[src/rtl/obstacle_pkg.sv]
// obstacle_pkg
// Shared definitions for the obstacle generation path:
//   - default board geometry (width/height in cells)
//   - 16-bit LFSR seed and feedback tap mask
//   - spawner FSM state encoding (RUN / HALT)
package obstacle_pkg;

  // Default playfield geometry in cells.
  localparam int BOARD_WIDTH_DEF  = 9;
  localparam int BOARD_HEIGHT_DEF = 16;

  // Fibonacci LFSR x^16 + x^14 + x^13 + x^11 + 1.
  // Tap mask selects register bits 15, 13, 12 and 10 (taps 16, 14, 13, 11).
  localparam logic [15:0] LFSR_SEED = 16'hACE1;
  localparam logic [15:0] LFSR_TAPS = 16'hB400;

  typedef enum logic {
    RUN  = 1'b0,
    HALT = 1'b1
  } state_t;

endpackage : obstacle_pkg

[src/rtl/lfsr16.sv]
// lfsr16
// Free-running 16-bit Fibonacci LFSR used as the obstacle pattern source.
// It advances on every cycle that is not a reset cycle, independent of the
// game state, so the pattern keeps evolving while the game is halted.
//
// Ports:
//   clk   - clock, rising edge
//   reset - synchronous, active-high; reloads the seed
//   q     - current LFSR state (never zero)
module lfsr16
  import obstacle_pkg::*;
(
  input  logic        clk,
  input  logic        reset,
  output logic [15:0] q
);

  logic fb;

  assign fb = ^(q & LFSR_TAPS);

  always_ff @(posedge clk) begin
    if (reset) begin
      q <= LFSR_SEED;
    end else if (q == 16'h0000) begin
      // Unreachable for a maximal-length polynomial started from a non-zero
      // seed; recovers from lock-up should the state ever be corrupted.
      q <= LFSR_SEED;
    end else begin
      q <= {q[14:0], fb};
    end
  end

endmodule : lfsr16

[src/rtl/obstacle_spawner.sv]
// obstacle_spawner
// Generates the stream of new top rows for the obstacle board. A period
// counter issues a one-cycle update_obstacle strobe every `period` cycles;
// the row that the board will consume on the next strobe is held in
// row_data. Rows follow the pattern: GAP_ROWS empty rows, one obstacle row,
// repeating (the reset value of row_data counts as the first empty row).
// Every SPEEDUP_ROWS obstacle rows the period shrinks by PERIOD_STEP,
// saturating at MIN_PERIOD. game_Over freezes everything except the LFSR.
//
// Ports:
//   clk             - clock, rising edge
//   reset           - synchronous, active-high
//   game_Over       - 1 freezes spawning
//   update_obstacle - registered one-cycle shift strobe to the board
//   row_data        - registered next top row, stable during the strobe
module obstacle_spawner
  import obstacle_pkg::*;
#(
  parameter int board_width  = BOARD_WIDTH_DEF,
  parameter int START_PERIOD = 50000000,
  parameter int MIN_PERIOD   = 12500000,
  parameter int PERIOD_STEP  = 2500000,
  parameter int SPEEDUP_ROWS = 8,
  parameter int GAP_ROWS     = 2
)
(
  input  logic                   clk,
  input  logic                   reset,
  input  logic                   game_Over,
  output logic                   update_obstacle,
  output logic [board_width-1:0] row_data
);

  // Counter widths.
  localparam int PW = $clog2(START_PERIOD + 1);
  localparam int GW = (GAP_ROWS > 0) ? $clog2(GAP_ROWS + 1) : 1;
  localparam int RW = (SPEEDUP_ROWS > 1) ? $clog2(SPEEDUP_ROWS + 1) : 1;
  localparam int IW = $clog2(board_width);

  localparam logic [PW-1:0] START_P   = PW'(START_PERIOD);
  localparam logic [PW-1:0] MIN_P     = PW'(MIN_PERIOD);
  localparam logic [PW-1:0] STEP_P    = PW'(PERIOD_STEP);
  localparam logic [GW-1:0] GAP_LAST  = GW'(GAP_ROWS);
  localparam logic [RW-1:0] ROWS_LAST = RW'(SPEEDUP_ROWS - 1);

  state_t          state;
  state_t          state_nxt;
  logic            count_en;
  logic            count_restart;
  logic            terminal;
  logic            load_row;
  logic [PW-1:0]   tick_cnt;
  logic [PW-1:0]   period;
  logic [PW-1:0]   period_last;
  logic [GW-1:0]   gap_cnt;
  logic [RW-1:0]   row_cnt;
  logic [15:0]     lfsr_q;

  // Obstacle row from the LFSR state. The low board_width bits give the
  // raw pattern (board_width must lie in 8..16); the top nibble, folded
  // into range, picks one cell that is always left open. A row that ends
  // up empty gets one blocked cell away from the opening.
  function automatic logic [board_width-1:0] make_row(input logic [15:0] s);
    logic [board_width-1:0] r;
    logic [4:0]             g5;
    logic [IW-1:0]          g;
    r  = s[board_width-1:0];
    g5 = {1'b0, s[15:12]};
    if (g5 >= 5'(board_width)) begin
      g5 = g5 - 5'(board_width);
    end
    g    = g5[IW-1:0];
    r[g] = 1'b0;
    if (r == '0) begin
      if (g == '0) begin
        r[board_width-1] = 1'b1;
      end else begin
        r[0] = 1'b1;
      end
    end
    return r;
  endfunction

  // Period after one speed-up: subtract PERIOD_STEP but never go below
  // MIN_PERIOD; compared as a difference so the subtraction cannot wrap.
  function automatic logic [PW-1:0] next_period(input logic [PW-1:0] p);
    if (p <= MIN_P) begin
      return MIN_P;
    end
    if ((p - MIN_P) >= STEP_P) begin
      return p - STEP_P;
    end
    return MIN_P;
  endfunction

  lfsr16 u_lfsr (
    .clk   (clk),
    .reset (reset),
    .q     (lfsr_q)
  );

  // FSM: state register.
  always_ff @(posedge clk) begin
    if (reset) begin
      state <= RUN;
    end else begin
      state <= state_nxt;
    end
  end

  // FSM: next-state logic.
  always_comb begin
    state_nxt = state;
    case (state)
      RUN:     if (game_Over)  state_nxt = HALT;
      HALT:    if (!game_Over) state_nxt = RUN;
      default: state_nxt = RUN;
    endcase
  end

  // FSM: control decode. Counting only happens in RUN with game_Over low,
  // so a game_Over that rises on the terminal count suppresses the strobe
  // and leaves tick_cnt holding. Leaving HALT restarts the count.
  always_comb begin
    count_en      = 1'b0;
    count_restart = 1'b0;
    case (state)
      RUN:     count_en      = !game_Over;
      HALT:    count_restart = !game_Over;
      default: count_en      = 1'b0;
    endcase
  end

  assign period_last = period - PW'(1);
  assign terminal    = (tick_cnt == period_last);
  // The board shifts on the strobe; the next row is prepared on the edge
  // that ends it, so row_data never moves while update_obstacle is high.
  assign load_row    = update_obstacle && count_en;

  // Period counter and strobe.
  always_ff @(posedge clk) begin
    if (reset) begin
      tick_cnt        <= '0;
      update_obstacle <= 1'b0;
    end else begin
      update_obstacle <= count_en && terminal;
      if (count_restart) begin
        tick_cnt <= '0;
      end else if (count_en) begin
        tick_cnt <= terminal ? '0 : tick_cnt + PW'(1);
      end
    end
  end

  // Row sequencing, obstacle counting and speed-up. A new period is picked
  // up by the terminal compare on the following cycle.
  always_ff @(posedge clk) begin
    if (reset) begin
      row_data <= '0;
      gap_cnt  <= '0;
      row_cnt  <= '0;
      period   <= START_P;
    end else if (load_row) begin
      if (gap_cnt == GAP_LAST) begin
        row_data <= make_row(lfsr_q);
        gap_cnt  <= '0;
        if (row_cnt == ROWS_LAST) begin
          row_cnt <= '0;
          period  <= next_period(period);
        end else begin
          row_cnt <= row_cnt + RW'(1);
        end
      end else begin
        row_data <= '0;
        gap_cnt  <= gap_cnt + GW'(1);
      end
    end
  end

endmodule : obstacle_spawner

[config.mk]
export PLATFORM = sky130hd
export DESIGN_NAME = obstacle_spawner
export DESIGN_NICKNAME = d
export VERILOG_FILES = /design/src/rtl/obstacle_pkg.sv /design/src/rtl/lfsr16.sv /design/src/rtl/obstacle_spawner.sv
export SDC_FILE = /design/constraint.sdc
export NUM_CORES = 1
export LEC_CHECK = 0
export BUFFER_PORTS_ARGS = -buffer_cell sky130_fd_sc_hd__buf_2
export CAP_MARGIN = 20
export CORE_UTILIZATION = 50
export CTS_CLUSTER_DIAMETER = 150
export CTS_CLUSTER_SIZE = 10
export DETAILED_ROUTE_END_ITERATION = 10
export PLACE_DENSITY = 0.66
export SLEW_MARGIN = 30
export SYNTH_ARGS = -nofsm -noshare
export SYNTH_HDL_FRONTEND = slang
export SYNTH_HIERARCHICAL = 1
export SYNTH_SLANG_ARGS = --single-unit
[constraint.sdc]
create_clock -name clk -period 9.1 [get_ports clk]
set_input_delay 1.365 -clock clk [delete_from_list [all_inputs] [get_ports clk]]
set_output_delay 1.365 -clock clk [all_outputs]
set_load 0.02 [all_outputs]
==> metrics.md <==
| Metric | Value |
|---|---|
| WL final | 11.4 mm |
| Leakage | 1.82 nW |
| Pin count of the biggest net entering global routing | 50 |
| Hold WS | 0.456 ns |
| Post-synthesis area per instance | 7.92 sq um |
| Finish-stage setup viols | 0 |
| Yosys synthesis warning count | 6 |
| Final critical-path share of the clock period | 41.0% |
| Cell Area, Synth | 0.00496 sq mm |
| Internal power of the cells | 0.490 mW |
| First-pass GRT wire length | 19.5 mm |
| Post-CTS Setup Bufs | 0 |
| Sort of element at the start of the critical path | input port |
| Fraction of final layout cells sized beyond drive strength 1 | 8.44% |
| Post-Syn Nets | 638 |
| Cell count after placement | 729 |
| Number of standard cells after synthesis | 627 |
| Ant. Diodes | 0 |
| Relative contribution of the clock network to total power | 37.4% |
| Hold crit path type | register to register |
| Count of filler cells inserted in the layout | 909 |
| Cts-stage hold buffer count | 0 |
| Die Span X | 102 um |
| Ys async rst share | 0% |
| Count of distinct cell types in the synthesized netlist | 71 |
| Initial Util | 52.7% |
| Area of the die | 0.0103 sq mm |
| Switching power total | 0.195 mW |
| Top Ports | 13 |
| Critical setup path kind | input port to register |
| Status | finished clean |
| Number of port buffers | 12 |
| Register bit count reported by yosys | 80 |
| Clock net sink count | 80 |
| Launching point of the worst reg2reg path | period[5] |
| Chip height | 102 um |
| Drc violations | 0 |
| Final weighted congestion in routability-driven placement | 0.860 |
| Overall fraction of global-route tracks in use | 23.7% |
| Critical path startpoint | game_Over |
| Cell Pwr Density | 132 mW/mm^2 |
| Count of endpoints failing hold in the final timing report | 0 |
| Half-perimeter wire length after detailed placement | 8.19 mm |
| TritonCTS clock tree | built |
| Clock-pin slew on the worst setup and hold paths | 0.09 ns |
| Grt ovf | 0 |
| Switching Share | 28.5% |
| Rel. slew slack | 40.2% |
| CP max FO | 26 |
| Most used flip-flop cell after synthesis | dfxtp_1 |
| Final Instance Count excl. Fillers | 745 |
| Row count | 35 |
| Maximum buffer depth of the clock tree | 2 |
| Avg WL per Cell | 15.3 um |
| Max-slew violation count | 0 |
| Final min period | 3.73 ns |
| Worst clock skew | 0.0182 ns |
| Slew of the pin with the lowest slew margin | 0.898 ns |
| Insertion delay to the later sink of the worst-skew pair | 0.36 ns |
| Total CTS buffers | 9 |
| Setup TNS | 0 ns |
| Highest clock rate | 268 MHz |
| Depth of the CTS H-tree | 3 |
| Required @ worst endpoint | 9.34 ns |
| Peak VDD IR | 0.106 mV |
| Number of instances resized during post-cts repair | 0 |
| Setup repair after global routing missed its margin | false |
| Initial antenna violation count | 0 |
| Worst hold start | row_data[3] |
| Core area | 0.00942 sq mm |
| Area added between synthesis and finish | 4.66% |
| Length of the first detailed-routing pass in iterations | 4 |
| Fraction of the yosys area taken by sequential cells | 32.3% |
| Combinational share of power | 7.9% |
| Via count | 4438 |
| Post-synth EDFFs | 0 |
| Via density per instance | 5.96 |
| CTS Root Buffer Type | clkbuf_8 |
| Final layout net count | 622 |
| Max-cap violations | 0 |
| Sequential group share of total power | 54.6% |
| Final design instance area without fill | 0.00519 sq mm |
| Worst setup EP type | register |
| Number of global-route vias before repair | 4045 |
| Worst EP arrival | 3.98 ns |
| Cell Area, Placed | 0.00501 sq mm |
| Number of antenna-violating nets in the routed design | 0 |
| First-iteration detailed-routing DRC count | 224 |
==> metal layers <==
metal | GRT usage (%) | up-vias | share of wire (%)
met2 | 37.8 | 98 | 47
li1 | - | 2232 | -
met5 | 0 | - | 0
met3 | 4.69 | 28 | 3.7
met4 | 9.92 | 0 | 2.9
met1 | 31.1 | 2080 | 47
==> stage by stage <==
stage / utilization [%] / setup slack, ns / power (mW)
2_1_floorplan: - / 5.90 / 0.423
3_3_place_gp: 53.2 / 5.08 / 0.435
3_5_place_dp: 53.2 / 4.99 / 0.436
4_1_cts: 55.2 / 5.35 / 0.692
5_1_grt: 55.2 / 5.04 / 0.713
6_report: 55.2 / 5.37 / 0.685
==> cell type report <==
cell class                      instances  area (sq um)  share of cell area, %
Clock buffer                           10           138                   2.65
Clock inverter                          6          50.0                  0.963
Sequential cell                        80          1600                   30.8
Tap cell                              129           161                   3.11
Inverter                               21          78.8                   1.52
Multi-Input combinational cell        485          3090                   59.5
Timing Repair Buffer                   14          75.1                   1.45
==> synth_stat cells (13+ instances only) <==
master    instances  area [sq um]
xnor2_1          37           324
inv_1            21          78.8
nor2_1           73           274
nand2_1          56           210
o21ai_0          21           105
or3_1            15          93.8
nor3_1           16          80.1
nand3_1          26           130
clkbuf_1         28           105
nor2b_1          13          81.3
xor2_1           22           193
a21oi_1          26           130
dfxtp_1          80          1600
==> flip-flops by register name (all words and copies together) (netlist names) <==
signal,flops
tick_cnt,26
period,21
row_data,9
state,1
update_obstacle,1
row_cnt,4
u_lfsr/q,16
gap_cnt,2
==> cell usage in the layout, fill, tap and decap left out, types with 4 or more instances in the layout <==
master and n:
or2_2 8, nand3_1 26, o311ai_0 4, o21ai_1 6, buf_2 12, a21o_1 6
nand2b_1 5, nor4b_1 4, and4_1 6, nand4_1 11, and3_1 10, a221o_1 4
or3_1 15, nor2b_1 13, clkbuf_8 10, xnor2_1 37, a311oi_1 5, nor4_1 12
o21ai_0 21, ha_1 8, inv_1 21, xor2_1 22, dfxtp_1 80, a32oi_1 4
a221oi_1 4, o211ai_1 9, nand2_1 56, nor3_1 16, nor2_1 73, a21oi_1 26
o31ai_1 12
==> worst paths after layout <==
kind                            depth (start not counted)          end  slack, ns
worst max-delay path                                    7    period[7]       5.37
worst max register to register                         10  tick_cnt[7]       5.53
worst min register to register                          2  row_data[3]       0.46
worst min-delay path                                    2  row_data[3]       0.46
==> cell families (layout without fill, tap and decap cells) <==
kind of cell,after synthesis,count (layout),share of synthesized area [%]
AO/OA/AOI/OAI,136,136,19.8
XOR/XNOR,59,59,10.4
adder cells (fa/ha/maj),8,8,2.02
buffers and inverters,62,51,5.47
flip-flops,80,80,32.3
multiplexers,5,5,1.06
AND/OR/NAND/NOR,277,277,28.9
==> critical path, cell delays in order <==
cell,delay (ns)
buf_2,0.15
nor2_1,0.20
nand2_1,0.39
nor3b_1,0.53
and4b_1,0.81
o21ai_1,0.14
a221o_1,0.37
==> power groups by stage <==
stage / Combinational [mW] / Sequential, mW / Clock, mW
6_report: 0.0542 / 0.374 / 0.256
2_1_floorplan: 0.0504 / 0.372 / 0
3_3_place_gp: 0.0524 / 0.382 / 0
3_5_place_dp: 0.0537 / 0.382 / 0
4_1_cts: 0.0539 / 0.374 / 0.264
5_1_grt: 0.0609 / 0.376 / 0.275
No activity file was read; power rests on OpenSTA's default activity.
